===== config.mk =====
export PLATFORM = sky130hd
export DESIGN_NAME = match_clock_scorer
export DESIGN_NICKNAME = d
export VERILOG_FILES = /design/src/rtl/quidditch_pkg.sv /design/src/rtl/second_prescaler.sv /design/src/rtl/match_clock_scorer.sv
export SDC_FILE = /design/constraint.sdc
export NUM_CORES = 1
export LEC_CHECK = 0
export ABC_CLOCK_PERIOD_IN_PS = 2800
export CAP_MARGIN = 25
export CORE_ASPECT_RATIO = 1.5
export CORE_MARGIN = 2
export CORE_UTILIZATION = 53
export CTS_CLUSTER_SIZE = 28
export DETAILED_ROUTE_END_ITERATION = 16
export GPL_TIMING_DRIVEN = 0
export HOLD_SLACK_MARGIN = 0.08
export PLACE_DENSITY = 0.86
export SETUP_SLACK_MARGIN = 0.02
export SKIP_LAST_GASP = 1
export SLEW_MARGIN = 20
export SYNTH_ARGS = -nofsm -noshare
export SYNTH_HDL_FRONTEND = slang
export SYNTH_SLANG_ARGS = --single-unit

===== constraint.sdc =====
create_clock -name clk -period 2.8 [get_ports clk]
set_input_delay 0.56 -clock clk [delete_from_list [all_inputs] [get_ports clk]]
set_output_delay 0.56 -clock clk [all_outputs]
set_load 0.01 [all_outputs]

===== src/rtl/quidditch_pkg.sv =====
// Shared match-level types and constants for the quidditch game pipeline.
// game_controller, match_clock_scorer and vga_controller all import this.
package quidditch_pkg;

  typedef enum logic [1:0] {
    IDLE       = 2'd0,
    PLAYING    = 2'd1,
    GOAL_PAUSE = 2'd2,
    GAME_OVER  = 2'd3
  } match_state_t;

  localparam logic [1:0] WINNER_NONE = 2'b00;
  localparam logic [1:0] WINNER_T1   = 2'b01;
  localparam logic [1:0] WINNER_T2   = 2'b10;
  localparam logic [1:0] WINNER_DRAW = 2'b11;

  localparam int DEFAULT_CLK_FREQ_HZ = 50_000_000;

endpackage


===== src/rtl/second_prescaler.sv =====
// Divides clk down to one tick per game second.
// tick is combinational so the FSM can act on it in the same cycle.
// clear has priority over enable so every state entry starts a fresh second.
module second_prescaler
  import quidditch_pkg::*;
#(
  parameter int CLK_FREQ_HZ = DEFAULT_CLK_FREQ_HZ
) (
  input  logic clk,
  input  logic rst_n,
  input  logic enable,
  input  logic clear,
  output logic tick
);

  localparam int CW = (CLK_FREQ_HZ > 1) ? $clog2(CLK_FREQ_HZ) : 1;
  localparam logic [CW-1:0] LAST = CW'(CLK_FREQ_HZ - 1);

  logic [CW-1:0] count;

  // The last count of each second is the tick cycle.
  assign tick = enable && (count == LAST);

  // Count clk cycles while enabled, wrapping after the tick cycle.
  always_ff @(posedge clk or negedge rst_n) begin
    if (!rst_n) begin
      count <= '0;
    end else if (clear) begin
      count <= '0;
    end else if (enable) begin
      if (count == LAST) begin
        count <= '0;
      end else begin
        count <= count + 1'b1;
      end
    end
  end

endmodule


===== src/rtl/match_clock_scorer.sv =====
// Match referee: keeps both scores, runs the match countdown, freezes play
// after each goal and declares the end of match and the winner.
// Every output is registered; next values are built in one combinational
// block and captured together with the state.
module match_clock_scorer
  import quidditch_pkg::*;
#(
  parameter int CLK_FREQ_HZ   = DEFAULT_CLK_FREQ_HZ,
  parameter int MATCH_SECONDS = 90,
  parameter int PAUSE_SECONDS = 2,
  parameter int SCORE_WIDTH   = 4,
  parameter int MAX_SCORE     = 9
) (
  input  logic                   clk,
  input  logic                   rst_n,
  input  logic                   start,
  input  logic                   team1_goal,
  input  logic                   team2_goal,
  output logic [7:0]             time_left,
  output logic [SCORE_WIDTH-1:0] team1_points,
  output logic [SCORE_WIDTH-1:0] team2_points,
  output logic                   playing,
  output logic                   ball_reset,
  output logic                   second_tick,
  output logic                   game_over,
  output logic [1:0]             winner
);

  localparam logic [SCORE_WIDTH-1:0] MAX_PTS    = SCORE_WIDTH'(MAX_SCORE);
  localparam logic [7:0]             START_TIME = 8'(MATCH_SECONDS);
  localparam int                     PW         = (PAUSE_SECONDS > 1) ? $clog2(PAUSE_SECONDS) : 1;
  localparam logic [PW-1:0]          PAUSE_LAST = PW'(PAUSE_SECONDS - 1);

  match_state_t state, state_next;

  logic                   team1_prev, team2_prev;
  logic                   team1_edge, team2_edge;
  logic                   tick;
  logic                   presc_enable, presc_clear;
  logic [PW-1:0]          pause_cnt, pause_next;
  logic [SCORE_WIDTH-1:0] team1_next, team2_next;
  logic [7:0]             time_next;
  logic                   ball_reset_next;
  logic [1:0]             winner_next;

  assign team1_edge   = team1_goal && !team1_prev;
  assign team2_edge   = team2_goal && !team2_prev;
  assign presc_enable = (state == PLAYING) || (state == GOAL_PAUSE);
  assign presc_clear  = (state_next != state);

  second_prescaler #(
    .CLK_FREQ_HZ(CLK_FREQ_HZ)
  ) u_prescaler (
    .clk   (clk),
    .rst_n (rst_n),
    .enable(presc_enable),
    .clear (presc_clear),
    .tick  (tick)
  );

  // State register.
  always_ff @(posedge clk or negedge rst_n) begin
    if (!rst_n) begin
      state <= IDLE;
    end else begin
      state <= state_next;
    end
  end

  // Next state plus next values of scores, timer, pause count and pulses.
  always_comb begin
    state_next      = state;
    team1_next      = team1_points;
    team2_next      = team2_points;
    time_next       = time_left;
    pause_next      = pause_cnt;
    ball_reset_next = 1'b0;
    winner_next     = winner;
    case (state)
      IDLE, GAME_OVER: begin
        if (start) begin
          state_next      = PLAYING;
          team1_next      = '0;
          team2_next      = '0;
          time_next       = START_TIME;
          pause_next      = '0;
          ball_reset_next = 1'b1;
          winner_next     = WINNER_NONE;
        end
      end
      PLAYING: begin
        if (team1_edge && (team1_points != MAX_PTS)) begin
          team1_next = team1_points + 1'b1;
        end
        if (team2_edge && (team2_points != MAX_PTS)) begin
          team2_next = team2_points + 1'b1;
        end
        if (tick && (time_left != 8'd0)) begin
          time_next = time_left - 8'd1;
        end
        if ((tick && (time_left == 8'd1)) || (team1_next == MAX_PTS) ||
            (team2_next == MAX_PTS)) begin
          state_next = GAME_OVER;
          if (team1_next > team2_next) begin
            winner_next = WINNER_T1;
          end else if (team2_next > team1_next) begin
            winner_next = WINNER_T2;
          end else begin
            winner_next = WINNER_DRAW;
          end
        end else if (team1_edge || team2_edge) begin
          state_next      = GOAL_PAUSE;
          pause_next      = '0;
          ball_reset_next = 1'b1;
        end
      end
      GOAL_PAUSE: begin
        if (tick) begin
          if (pause_cnt == PAUSE_LAST) begin
            state_next = PLAYING;
            pause_next = '0;
          end else begin
            pause_next = pause_cnt + 1'b1;
          end
        end
      end
      default: begin
        state_next = IDLE;
      end
    endcase
  end

  // Registered outputs, scores, timer and goal edge-detector history.
  always_ff @(posedge clk or negedge rst_n) begin
    if (!rst_n) begin
      team1_prev   <= 1'b0;
      team2_prev   <= 1'b0;
      team1_points <= '0;
      team2_points <= '0;
      time_left    <= START_TIME;
      pause_cnt    <= '0;
      playing      <= 1'b0;
      ball_reset   <= 1'b0;
      second_tick  <= 1'b0;
      game_over    <= 1'b0;
      winner       <= WINNER_NONE;
    end else begin
      team1_prev   <= team1_goal;
      team2_prev   <= team2_goal;
      team1_points <= team1_next;
      team2_points <= team2_next;
      time_left    <= time_next;
      pause_cnt    <= pause_next;
      playing      <= (state_next == PLAYING);
      ball_reset   <= ball_reset_next;
      second_tick  <= tick;
      game_over    <= (state_next == GAME_OVER);
      winner       <= winner_next;
    end
  end

endmodule


After elaboration in Yosys (flattened, before gate mapping)
Cells that the tools add are included.
{"block": "word_totals", "wordCells": 94, "reg_bits": 53, "in_bits": 5, "out_inout_bits": 22}
{"block": "classes", "n_reduce_logical": 22, "eq_ne": 18, "addsub": 5, "order_cmp": 2, "muxes": 34}
{"op": "2-to-1 mux 26 bit", "n": 3}
{"op": "adder 26 x 1 -> 26 bit (second input constant)", "n": 1}
{"op": "== test 26 bit (second input constant)", "n": 1}
{"op": "2-to-1 mux 4 bit", "n": 5}
{"op": "2-to-1 mux 2 bit", "n": 8}
{"op": "2-to-1 mux 8 bit", "n": 2}
{"op": "case mux 4 bit (2 select lines)", "n": 2}
{"op": "case mux 8 bit (2 select lines)", "n": 1}
{"op": "2-to-1 mux 1 bit", "n": 9}
{"op": "adder 4 x 1 -> 4 bit (second input constant)", "n": 2}
{"op": "== test 4 bit (second input constant)", "n": 2}
{"op": "== test 8 x 1 -> 1 bit (second input constant)", "n": 1}
{"op": "greater-than comparator 4 bit", "n": 2}
{"op": "inequality test 4 bit (second input constant)", "n": 2}
{"op": "nonzero test 8 bit", "n": 1}
{"op": "subtractor 8 x 1 -> 8 bit (second input constant)", "n": 1}
{"op": "logical AND 1 bit", "n": 7}
{"op": "== test 2 bit (second input constant)", "n": 3}
{"op": "inequality test 2 x 1 -> 1 bit (second input constant)", "n": 3}
{"op": "inequality test 2 bit (second input constant)", "n": 3}
{"op": "case mux 2 bit (3 select lines)", "n": 1}
{"op": "AND reduction 3 bit", "n": 2}
{"op": "== test 2 x 1 -> 1 bit (second input constant)", "n": 2}
{"op": "logical OR 1 bit", "n": 4}
{"op": "11 further kinds", "n": 13}

Longest topological paths before layout
Gate-level depths: netlist of the first run.
{"block": "depth", "word_depth": 12, "depth_mapped": 14, "depth_no_buf": 14}

Cells and area by module
A second synthesis of the first run with hierarchy kept.
{"block": "unflattened", "cells_unflattened": 366, "hier_area_um2": 3400.8}
{"mod": "match_clock_scorer", "cells_per_inst": 193, "seq_area_each_um2": 680.7, "area_per_inst_um2": 1849.3, "instances": 1}
{"mod": "second_prescaler", "cells_per_inst": 173, "seq_area_each_um2": 650.6, "area_per_inst_um2": 1551.5, "instances": 1}

Worst setup path after synthesis of the first run
Ideal clock, no wire load.
{"block": "synth_timing", "kind": "register to register", "start": "register state[0]", "end": "register u_prescaler.count[12]", "required_time_ps": 2689, "setup_time_ps": 111, "stages_incl_launch_ff": 13, "slack_ps": 67, "path_buffers": 2, "t_arrival_ps": 2622, "period_less_slack_ps": 2733, "cell_sequence": "dfrtp_1 -> inv_1 -> ha_1 -> buf_2 -> and4b_1 -> and2_1 -> nand4_4 -> clkinv_4 -> nand3_4 -> a211oi_2 -> o22ai_2 -> buf_6 -> a2111oi_2"}
{"block": "synth_via", "elab_chain_cells": 10, "elab_cells_between_ends": 19, "classes_between": "4 x eq/ne; 7 x mux; 8 x reduce/logical"}
{"item": "from (decl)", "line": "match_clock_scorer.sv:34", "text": "match_state_t state, state_next;"}
{"item": "from (signal assigned)", "line": "match_clock_scorer.sv:66", "text": "state <= state_next;"}
{"item": "== test 2 x 1 -> 1 bit / == test 2 bit (equally long branches)", "line": "match_clock_scorer.sv:48", "text": "assign presc_enable = (state == PLAYING) || (state == GOAL_PAUSE);"}
{"item": "logical OR 1 bit *", "line": "match_clock_scorer.sv:48"}
{"item": "logical AND 1 bit *", "line": "second_prescaler.sv:22", "text": "assign tick = enable && (count == LAST);"}
{"item": "net tick", "line": "match_clock_scorer.sv:38", "text": "logic tick;"}
{"item": "logical AND 1 bit", "line": "match_clock_scorer.sv:101", "text": "if ((tick && (time_left == 8'd1)) || (team1_next == MAX_PTS) ||"}
{"item": "logical OR 1 bit (2 in series)", "line": "match_clock_scorer.sv:101"}
{"item": "2-to-1 mux 2 bit", "line": "match_clock_scorer.sv:101"}
{"item": "case mux 2 bit (3 select lines) *", "line": "match_clock_scorer.sv:79", "text": "case (state)"}
{"item": "inequality test 2 bit *", "line": "match_clock_scorer.sv:49", "text": "assign presc_clear = (state_next != state);"}
{"item": "2-to-1 mux 26 bit / nonzero test 2 bit (equally long branches)"}
{"item": "to (signal assigned)", "line": "second_prescaler.sv:34", "text": "count <= count + 1'b1;"}
{"item": "to (decl)", "line": "second_prescaler.sv:19", "text": "logic [CW-1:0] count;"}
Mark *: on every way through the listed nets, which the timed path passes. The rest lies on a longest branch.
A chain may end at the register's enable or synchronous reset.

Worst setup path in the final report of the first run
{"block": "layout_timing", "start": "register state[0]", "end": "register u_prescaler.count[15]"}
The elaborated chain is that of the path after synthesis.

==> results of run 1 <==
[per-layer routing]
metal | part of all wire | global-route usage | vias to the layer above
met3 | 0.037 | 0.0274 | 28
li1 | - | - | 1476
met2 | 0.56 | 0.454 | 124
met4 | 0.030 | 0.104 | 0
met5 | 0 | 0 | -
met1 | 0.37 | 0.274 | 1569
[final timing paths]
kind,from,to,slack [ps],cells past startpoint
worst max-delay path,state[0]$_DFF_PN0_,u_prescaler.count[15]$_DFFE_PN0P_,-60,12
worst min-delay path,rst_n,time_left[5]$_DFFE_PN0P_,280,1
worst max register to register,state[0]$_DFF_PN0_,u_prescaler.count[15]$_DFFE_PN0P_,-60,12
worst min register to register,time_left[1]$_DFFE_PN1P_,time_left[1]$_DFFE_PN1P_,550,2
max in group asynchronous,rst_n,state[0]$_DFF_PN0_,2050,1
min in group clk,time_left[1]$_DFFE_PN1P_,time_left[1]$_DFFE_PN1P_,550,2
[metrics by stage]
| stage | instances | setup TNS (ps) | hold WS (ps) | utilization |
|---|---|---|---|---|
| after detailed placement | 469 | -16540 | 525 | 0.596 |
| after global routing | 515 | -1240 | 328 | 0.705 |
| after floorplan | 368 | 0 | 264 | - |
| after global placement | 469 | -35210 | 523 | 0.597 |
| after CTS | 487 | 0 | 296 | 0.648 |
| final | 515 | -131 | 275 | 0.705 |
[repair_timing]
action	4_1_cts	5_1_grt
setup buffers	8	31
pin swaps	5	13
gates cloned	2	0
gates resized for setup	28	32
setup endpoints to repair	32	30
[cells in the final DEF (no fill, tap or decap), types with 5 or more instances in the layout]
master	Yosys	final
a2111oi_1	6	5
and3_1	7	7
dfrtp_1	49	47
inv_1	12	11
clkbuf_1	12	5
a21oi_1	12	11
nand3_1	13	13
nor2b_1	8	6
nand2_1	39	37
xor2_1	18	18
xnor2_1	18	17
a2111oi_4	1	6
clkbuf_8	0	6
clkdlybuf4s50_1	0	24
buf_4	0	39
nor2_1	28	27
ha_1	14	12
o21ai_0	15	14
nor3_1	10	7
nand4_1	7	7
a211oi_1	16	14
[cells by family after synthesis]
kind of cell	share of synthesized area
AO/OA/AOI/OAI	0.203
XOR/XNOR	0.0908
adder cells (fa/ha/maj)	0.0505
buffers and inverters	0.0400
flip-flops	0.384
multiplexers	0.0177
AND/OR/NAND/NOR	0.215
[sequential cells by signal, indices dropped and copies added, names as in the netlist, 2 cells and up]
register and flops:
state 2, winner 2, u_prescaler.count 26, time_left 8, team1_points 4, team2_points 4
[layout make-up]
| cell class | count | area (µm²) | share of cell area |
|---|---|---|---|
| Buffer | 16 | 100 | 0.0222 |
| Clock buffer | 6 | 82.6 | 0.0183 |
| Clock inverter | 2 | 13.8 | 0.00305 |
| Inverter | 13 | 53.8 | 0.0119 |
| Multi-Input combinational cell | 284 | 2250 | 0.498 |
| Sequential cell | 53 | 1330 | 0.296 |
| Tap cell | 76 | 95.1 | 0.0211 |
| Timing Repair Buffer | 65 | 584 | 0.130 |
[report_power, final]
part,internal [mW],switching (mW)
combinational,1.09,1.42
sequential,0.904,0.145
clock,0.201,0.262
==> flow_summary.yaml, run 1 <==
outcome:
  status: "finished, violations left"
  violations: "setup timing"
hold_path:
  holdCritPathClass: "primary input to asynchronous set/reset pin"
floorplanning:
  core_area_um2: 6400
  pin_count: 27
  row_count: 36
  die_h_um: 103
  dieWidth_um: 70.1
  dieArea_um2: 7230
  start_util: 0.543
timing:
  finalWorstSetupSlack_ps: -57.4
  max_freq_ghz: 0.350
  post-route-min-period_ps: 2860
  hold_viol: 0
  setup_violations: 3
  skew_ps: 14.5
  fin_crit_sh: 1.02
  relSlewSlack: 0.331
  worst_pin_slew_ps: 999
  rsz0062_at_grt: "true"
  slew_viol_final: 0
grt:
  grt_pass1_vias: 2963
  gr-usage-all-layers: 0.241
  grt_overflow: 0
  antenna_found_initial: 0
  grt_pass1_wl_mm: 13.9
  grt_max_degree: 54
setup_path:
  worstSetupEndpointType: "flop"
  crit_fanout: 6
  crit_required_ps: 2970
  start_kind: "flop"
  crit_chain: "inv_2, ha_4, buf_6, and4b_2, and2_4, nand4_4, clkinv_4, nand3_4, a211oi_4, buf_4, o22ai_2, a2111oi_1"
  worst_path_max_delay_cell: "dfrtp_2"
  cp_num_buf_inv: 4
  critical_path_class: "flop to flop"
  crit_arrival_ps: 3030
  crit_family: "compound AO/OA/AOI/OAI gates"
  worst_path_largest_cell_delay_ps: 450
drt:
  drc: 0
  via_per_inst: 6.21
  wl_mm: 9.50
  first_iter_violations: 330
  dr.pass1.iters: 5
  ant_nets: 0
  wl_per_cell_um: 18.5
  vias: 3197
finish:
  drive_above_1_share: 0.248
  num_antenna_cells: 0
  final_cell_area_um2: 4510
  fillCellCount: 418
  area_delta_synth_final_pct: 30.0
  fin_nets: 457
synthesis:
  synth_fp_nets: 387
  ys_warn_count: 0
  ys_dominant_reg_cell: "dfrtp_1"
  synth_top_cell_by_area: "dfrtp_1"
  synth_cell_type_count: 66
  synth.top_cells.by_count: "49 x dfrtp_1, 39 x nand2_1, 28 x nor2_1"
  synth_most_common_cell: "dfrtp_1"
  synth_area_um2: 3470
  synth-edff-count: 0
  avgSynthCellArea_um2: 9.43
  yosys.area.top_type_share: 0.353
  ys_ff_latch: 53
  syn_inst: 368
  async_flop_share: 1.00
  yosys-top-cells-area: "dfrtp_1 35%, ha_1 5.0%, xnor2_1 4.5%"
  ys_seq_area_frac: 0.384
clock_tree:
  clkLatencyLatePin_ps: 320
  ctsHtreeMaxLevel: 2
  numCtsBuffers: 5
  hold_buffers: 0
  root_buffer: "clkbuf_8"
  cts_buffer_depth: 2
  tritoncts: "yes"
  clk_pin_slew_ps: 100
  cts.sinks: 53
placed_design:
  pre_cts_slack_ps: -639
  port_buffers: 25
  hpwl_mm: 5.67
  place_area_um2: 3810
  place_congestion: 0.860
power:
  ir_drop_v: 0.000587
  power.leakage_nw: 1.82
  p_per_area_nw_per_um2: 892
  p_total_mw: 4.02
job:
  drv_cap: 0
Power figures use the tool's default switching activity.
==> inputs of run 2 (changes only) <==
--- a/config.mk
+++ b/config.mk
@@ -10,6 +10,7 @@
 export CORE_ASPECT_RATIO = 1.5
 export CORE_MARGIN = 2
 export CORE_UTILIZATION = 53
+export CTS_CLUSTER_DIAMETER = 50
 export CTS_CLUSTER_SIZE = 28
 export DETAILED_ROUTE_END_ITERATION = 16
 export GPL_TIMING_DRIVEN = 0
==> results of run 2 <==
Final layout, timing and power as in run 1 (identical DEF).
